**src/rtl/block_lock_ctrl.sv**
```systemverilog
// block_lock_ctrl: 64b/66b sync-header block-lock FSM that commands aligner slips and tracks lock loss.
module block_lock_ctrl #(
  parameter int LOCK_CNT  = 64,
  parameter int BAD_MAX   = 16,
  parameter int SLIP_WAIT = 16
) (
  input  logic       clk_i,
  input  logic       rst_i,
  input  logic       hdr_valid_i,
  input  logic [1:0] hdr_i,
  input  logic       resync_i,
  output logic       slip_o,
  output logic [6:0] block_offset_o,
  output logic       block_locked_o,
  output logic [7:0] lock_loss_cnt_o
);
  localparam int SW = $clog2(LOCK_CNT + 1);
  localparam int BW = $clog2(BAD_MAX + 1);
  localparam int WW = $clog2(SLIP_WAIT + 1);
  localparam logic [SW-1:0] SH_LAST   = SW'(LOCK_CNT - 1);
  localparam logic [BW-1:0] BAD_LAST  = BW'(BAD_MAX - 1);
  localparam logic [WW-1:0] WAIT_LAST = WW'(SLIP_WAIT - 1);
  typedef enum logic [1:0] {S_HUNT, S_WAIT, S_LOCKED} state_t;
  state_t        state_q;
  logic [SW-1:0] sh_q;
  logic [BW-1:0] bad_q;
  logic [WW-1:0] wait_q;
  logic [6:0]    off_q;
  logic [7:0]    loss_q;
  logic          slip_q, locked_q;
  logic          hdr_ok, slip_d, loss_d;
  always_comb begin
    hdr_ok = hdr_i[1] ^ hdr_i[0];
    slip_d = resync_i | (hdr_valid_i & ~hdr_ok &
             ((state_q == S_HUNT) | ((state_q == S_LOCKED) & (bad_q == BAD_LAST))));
    loss_d = slip_d & (state_q == S_LOCKED);
  end
  always_ff @(posedge clk_i or posedge rst_i) begin
    if (rst_i) begin
      state_q  <= S_HUNT;
      sh_q     <= '0;
      bad_q    <= '0;
      wait_q   <= '0;
      off_q    <= '0;
      loss_q   <= '0;
      slip_q   <= 1'b0;
      locked_q <= 1'b0;
    end else begin
      slip_q <= slip_d;
      if (slip_d) begin
        off_q    <= (off_q == 7'd65) ? 7'd0 : off_q + 7'd1;
        sh_q     <= '0;
        bad_q    <= '0;
        wait_q   <= '0;
        locked_q <= 1'b0;
        state_q  <= S_WAIT;
        if (loss_d && loss_q != 8'hFF) loss_q <= loss_q + 8'd1;
      end else if (hdr_valid_i) begin
        case (state_q)
          S_HUNT: begin
            if (sh_q == SH_LAST) begin
              sh_q     <= '0;
              bad_q    <= '0;
              locked_q <= 1'b1;
              state_q  <= S_LOCKED;
            end else begin
              sh_q <= sh_q + SW'(1);
            end
          end
          S_WAIT: begin
            wait_q  <= wait_q + WW'(1);
            state_q <= (wait_q == WAIT_LAST) ? S_HUNT : S_WAIT;
          end
          S_LOCKED: begin
            // Non-slip path: the BAD_MAX-th bad header was already diverted to slip_d above.
            if (sh_q == SH_LAST) begin
              sh_q  <= '0;
              bad_q <= '0;
            end else begin
              sh_q  <= sh_q + SW'(1);
              bad_q <= hdr_ok ? bad_q : bad_q + BW'(1);
            end
          end
          default: state_q <= S_HUNT;
        endcase
      end
    end
  end
  assign slip_o          = slip_q;
  assign block_offset_o  = off_q;
  assign block_locked_o  = locked_q;
  assign lock_loss_cnt_o = loss_q;
endmodule

```
**config.mk**
```make
export PLATFORM = sky130hd
export DESIGN_NAME = block_lock_ctrl
export DESIGN_NICKNAME = d
export VERILOG_FILES = /design/src/rtl/block_lock_ctrl.sv
export SDC_FILE = /design/constraint.sdc
export NUM_CORES = 1
export LEC_CHECK = 0
export BUFFER_PORTS_ARGS = -buffer_cell sky130_fd_sc_hd__buf_2
export CORE_UTILIZATION = 45
export DETAILED_ROUTE_END_ITERATION = 10
export GPL_ROUTABILITY_DRIVEN = 0
export SETUP_SLACK_MARGIN = 0.3
export SLEW_MARGIN = 20
export SYNTH_ARGS = -nofsm -noshare
export SYNTH_HDL_FRONTEND = slang
export SYNTH_SLANG_ARGS = --single-unit
export TNS_END_PERCENT = 1
```
**constraint.sdc**
```tcl
create_clock -name clk_i -period 2.8 [get_ports clk_i]
set_input_delay 0.42 -clock clk_i [delete_from_list [all_inputs] [get_ports clk_i]]
set_output_delay 0.42 -clock clk_i [all_outputs]
set_load 0.05 [all_outputs]
```
==> out/qor.json <==
{
  "post_synthesis_net_count": 192,
  "nets": 218,
  "finalSetupTns_ps": 0,
  "cts-root-to-sink-buffers": 2,
  "setup-violations-final": 0,
  "globalRoute.totalOverflow": 0,
  "end_kind": "register",
  "power_density_nw_per_um2": 664,
  "power_leakage_uw": 0.000994,
  "timing.rr.start": "bad_q[0]$_DFFE_PP0P_",
  "regToRegSetupSlack_ps": 660,
  "syn-cell-area_um2": 1870,
  "measured_slew_at_the_worst_slew_check_pin_ps": 665,
  "detail_route.iter0.violations": 64,
  "syn-instance-count": 178,
  "r2r.worst_path.cells": 8,
  "clock_skew_ps": 5.11,
  "count_of_buffers_inserted_at_the_top_level_ports": 22,
  "status": "finished clean",
  "timing.final.max_slew_violations": 0,
  "chipWidth_um": 66.5,
  "globalRouteMet3Util_pct": 4.11,
  "vias_per_cell": 5.48,
  "finalWirelength_um": 3630,
  "groute.layer.met1.usage_pct": 25.5,
  "grt_start_max_net_pins": 23,
  "synth_top_area_cell": "sky130_fd_sc_hd__dfrtp_1",
  "clk_root_buffer_cell": "sky130_fd_sc_hd__clkbuf_8",
  "postCtsResizedCells": 0,
  "design_power_total_uw": 1420,
  "dp.cells": 247,
  "pre_cts_ws_ps": 662,
  "detail_route.wl_per_cell_um": 14.2,
  "diodes": 0,
  "die_h_um": 66.5,
  "start_util_pct": 46.8,
  "cts_num_sinks": 36,
  "required_ps": 2990,
  "post_synth_main_area_contributors": "sky130_fd_sc_hd__dfrtp_1 48%, sky130_fd_sc_hd__ha_1 5.3%, sky130_fd_sc_hd__xnor2_1 4.7%",
  "highest_clock_rate_mhz": 468,
  "dpl.hpwl_um": 2550,
  "area_growth_from_synthesis_to_layout_pct": 14.3,
  "min_path_type": "in -> async",
  "grt_usage_pct": 19.2,
  "hold_violations": 0,
  "design.die.area_um2": 4420,
  "arrival_ps": 2320,
  "yosys_register_bits": 36,
  "tritoncts_clock_tree": "done",
  "critPathLaunchType": "register",
  "floorplan.io_pins": 23,
  "first_global_vias": 1333,
  "fin_ws_ps": 662,
  "drive_above_1_share_pct": 22.0,
  "clk_transition_reported_paths_ps": 80,
  "worstReg2RegEnd": "lock_loss_cnt_o[1]$_DFFE_PP0P_",
  "postSynthAreaPerCell_um2": 10.5,
  "drt.antenna.violating_nets": 0,
  "final.period_utilization_pct": 76.4,
  "synth_warnings": 0,
  "vias": 1397,
  "max-cap-violations": 0,
  "total_cts_buffers": 5,
  "post_cts_hold_buffer_count": 0,
  "cts_setup_buffers": 0,
  "period_minus_slack_ps": 2140,
  "floorplan.rows": 23,
  "core_region_area_um2": 4000,
  "grt_setup_unrepaired": "false",
  "htreeDepth": 2,
  "layoutNonFillerInstCount": 255,
  "route.detailed.drc": 0,
  "ir_worst_vdd_mv": 0.297,
  "critical_path.max_fanout": 18,
  "path_type_of_the_worst_setup_path": "reg -> reg",
  "maxSlewHeadroom_pct": 55.1,
  "synth.top_cell.area_share_pct": 48.1,
  "grt_pass1_wl_um": 6180,
  "most_crowded_layer_after_global_routing": "met2",
  "clock_insertion_delay_at_the_later_pin_of_the_skew_report_ps": 300,
  "yosysUniqueCellTypes": 50,
  "number_of_antenna_violations_at_the_first_check_in_global_routing": 0,
  "gr-usage-met2_pct": 28.4,
  "detailedRoute.firstPassIterationCount": 4,
  "synth-seq-area-share_pct": 48.1
}
==> per-layer routing <==
layer | vias to the layer above | share of wire (%)
met1 | 685 | 48
met5 | - | 0
met4 | 0 | 1.8
li1 | 683 | -
met2 | 23 | 47
met3 | 6 | 2.7
==> metrics by stage <==
stage	hold WS, ps	utilization (%)	area, um^2
2_1_floorplan	414	-	1870
3_3_place_gp	423	50.7	2030
3_5_place_dp	435	50.7	2030
4_1_cts	176	53.5	2140
5_1_grt	218	53.5	2140
6_report	166	53.5	2140
==> cell families (layout without fill, tap and decap cells) <==
group | Yosys count | in the layout | share of synthesized area (%)
adders and majority gates | 8 | 8 | 5.35
buffers and inverters | 12 | 39 | 3.07
AOI/OAI and AO/OA | 30 | 30 | 11.8
DFF | 36 | 36 | 48.1
xor gates and xnor gates | 16 | 16 | 7.89
and+or+nand+nor | 73 | 73 | 21.9
muxes | 3 | 3 | 1.80
==> flip-flops by register name, indices dropped and copies added (netlist names) <==
register	count
slip_o	1
sh_q	7
block_offset_o	7
bad_q	5
state_q	2
lock_loss_cnt_o	8
wait_q	5
block_locked_o	1
==> synth_stat cells (all sizes together) <==
cell type	number
o2111ai	1
nor3b	3
dfrtp	36
or3	2
and3	7
nand2	12
nand2b	4
a32o	1
nor2b	1
inv	7
clkbuf	1
nand4b	1
a311oi	1
buf	4
o2bb2ai	1
a211o	1
o22ai	3
or2	2
nor2	16
or3b	1
a21oi	5
a41oi	1
o311ai	1
nand4	5
a31oi	1
ha	8
nand3	8
o21ai	7
nor4b	1
xnor2	11
o21a	1
mux2	3
o22a	1
nor3	7
xor2	5
nand4bb	1
and2	1
a21o	4
and4	1
o32ai	1
==> worst max-delay path by stage <==
| stage | start | endpoint | slack, ps | cells after the start |
|---|---|---|---|---|
| finish | bad_q[0]$_DFFE_PP0P_ | lock_loss_cnt_o[1]$_DFFE_PP0P_ | 660 | 8 |
| global route | bad_q[0]$_DFFE_PP0P_ | lock_loss_cnt_o[1]$_DFFE_PP0P_ | 520 | 8 |
| CTS | bad_q[0]$_DFFE_PP0P_ | lock_loss_cnt_o[1]$_DFFE_PP0P_ | 650 | 8 |
| detailed placement | bad_q[0]$_DFFE_PP0P_ | lock_loss_cnt_o[1]$_DFFE_PP0P_ | 660 | 8 |
| global placement | bad_q[0]$_DFFE_PP0P_ | lock_loss_cnt_o[1]$_DFFE_PP0P_ | 720 | 8 |
| floorplan | bad_q[0]$_DFFE_PP0P_ | lock_loss_cnt_o[1]$_DFFE_PP0P_ | 860 | 8 |
==> report_power, final <==
group	total [uW]	internal, uW	switching [uW]	leakage, uW
clock network	466	264	202	0.0000541
logic	322	95.2	227	0.000464
registers	633	570	63.6	0.000476
total	1420	929	492	0.000994
==> cell usage in the layout, fill, tap and decap left out, types with 2 or more instances in the layout <==
master	count
sky130_fd_sc_hd__xnor2_1	10
sky130_fd_sc_hd__a21o_1	4
sky130_fd_sc_hd__o21ai_1	3
sky130_fd_sc_hd__nor3_1	6
sky130_fd_sc_hd__ha_1	8
sky130_fd_sc_hd__buf_2	22
sky130_fd_sc_hd__nand2b_1	4
sky130_fd_sc_hd__buf_4	2
sky130_fd_sc_hd__and3_1	7
sky130_fd_sc_hd__mux2_2	2
sky130_fd_sc_hd__nor3b_1	2
sky130_fd_sc_hd__a21oi_1	4
sky130_fd_sc_hd__clkbuf_8	5
sky130_fd_sc_hd__nand3_1	8
sky130_fd_sc_hd__o22ai_1	3
sky130_fd_sc_hd__nand4_1	5
sky130_fd_sc_hd__o21ai_0	4
sky130_fd_sc_hd__xor2_1	5
sky130_fd_sc_hd__nor2_1	15
sky130_fd_sc_hd__nand2_1	12
sky130_fd_sc_hd__inv_1	6
sky130_fd_sc_hd__or3_1	2
sky130_fd_sc_hd__dfrtp_1	36
==> final cells by class <==
| class | count | area (um^2) |
|---|---|---|
| fillers | 363 | 1860 |
| clock inverters | 3 | 42.5 |
| well taps | 50 | 62.6 |
| inverters | 7 | 26.3 |
| clock buffers | 5 | 68.8 |
| multi-input cells | 130 | 913 |
| flip-flops and latches | 36 | 901 |
| repair buffers | 24 | 125 |
==> critical path, stage by stage (launching register included) <==
cell and delay [ps]:
sky130_fd_sc_hd__dfrtp_1 410, sky130_fd_sc_hd__ha_1 240, sky130_fd_sc_hd__and3_1 190, sky130_fd_sc_hd__ha_1 200
sky130_fd_sc_hd__nand2b_1 180, sky130_fd_sc_hd__a31oi_4 170, sky130_fd_sc_hd__inv_2 160, sky130_fd_sc_hd__and2_4 190
sky130_fd_sc_hd__mux2_1 300
Power figures use the tool's default switching activity.
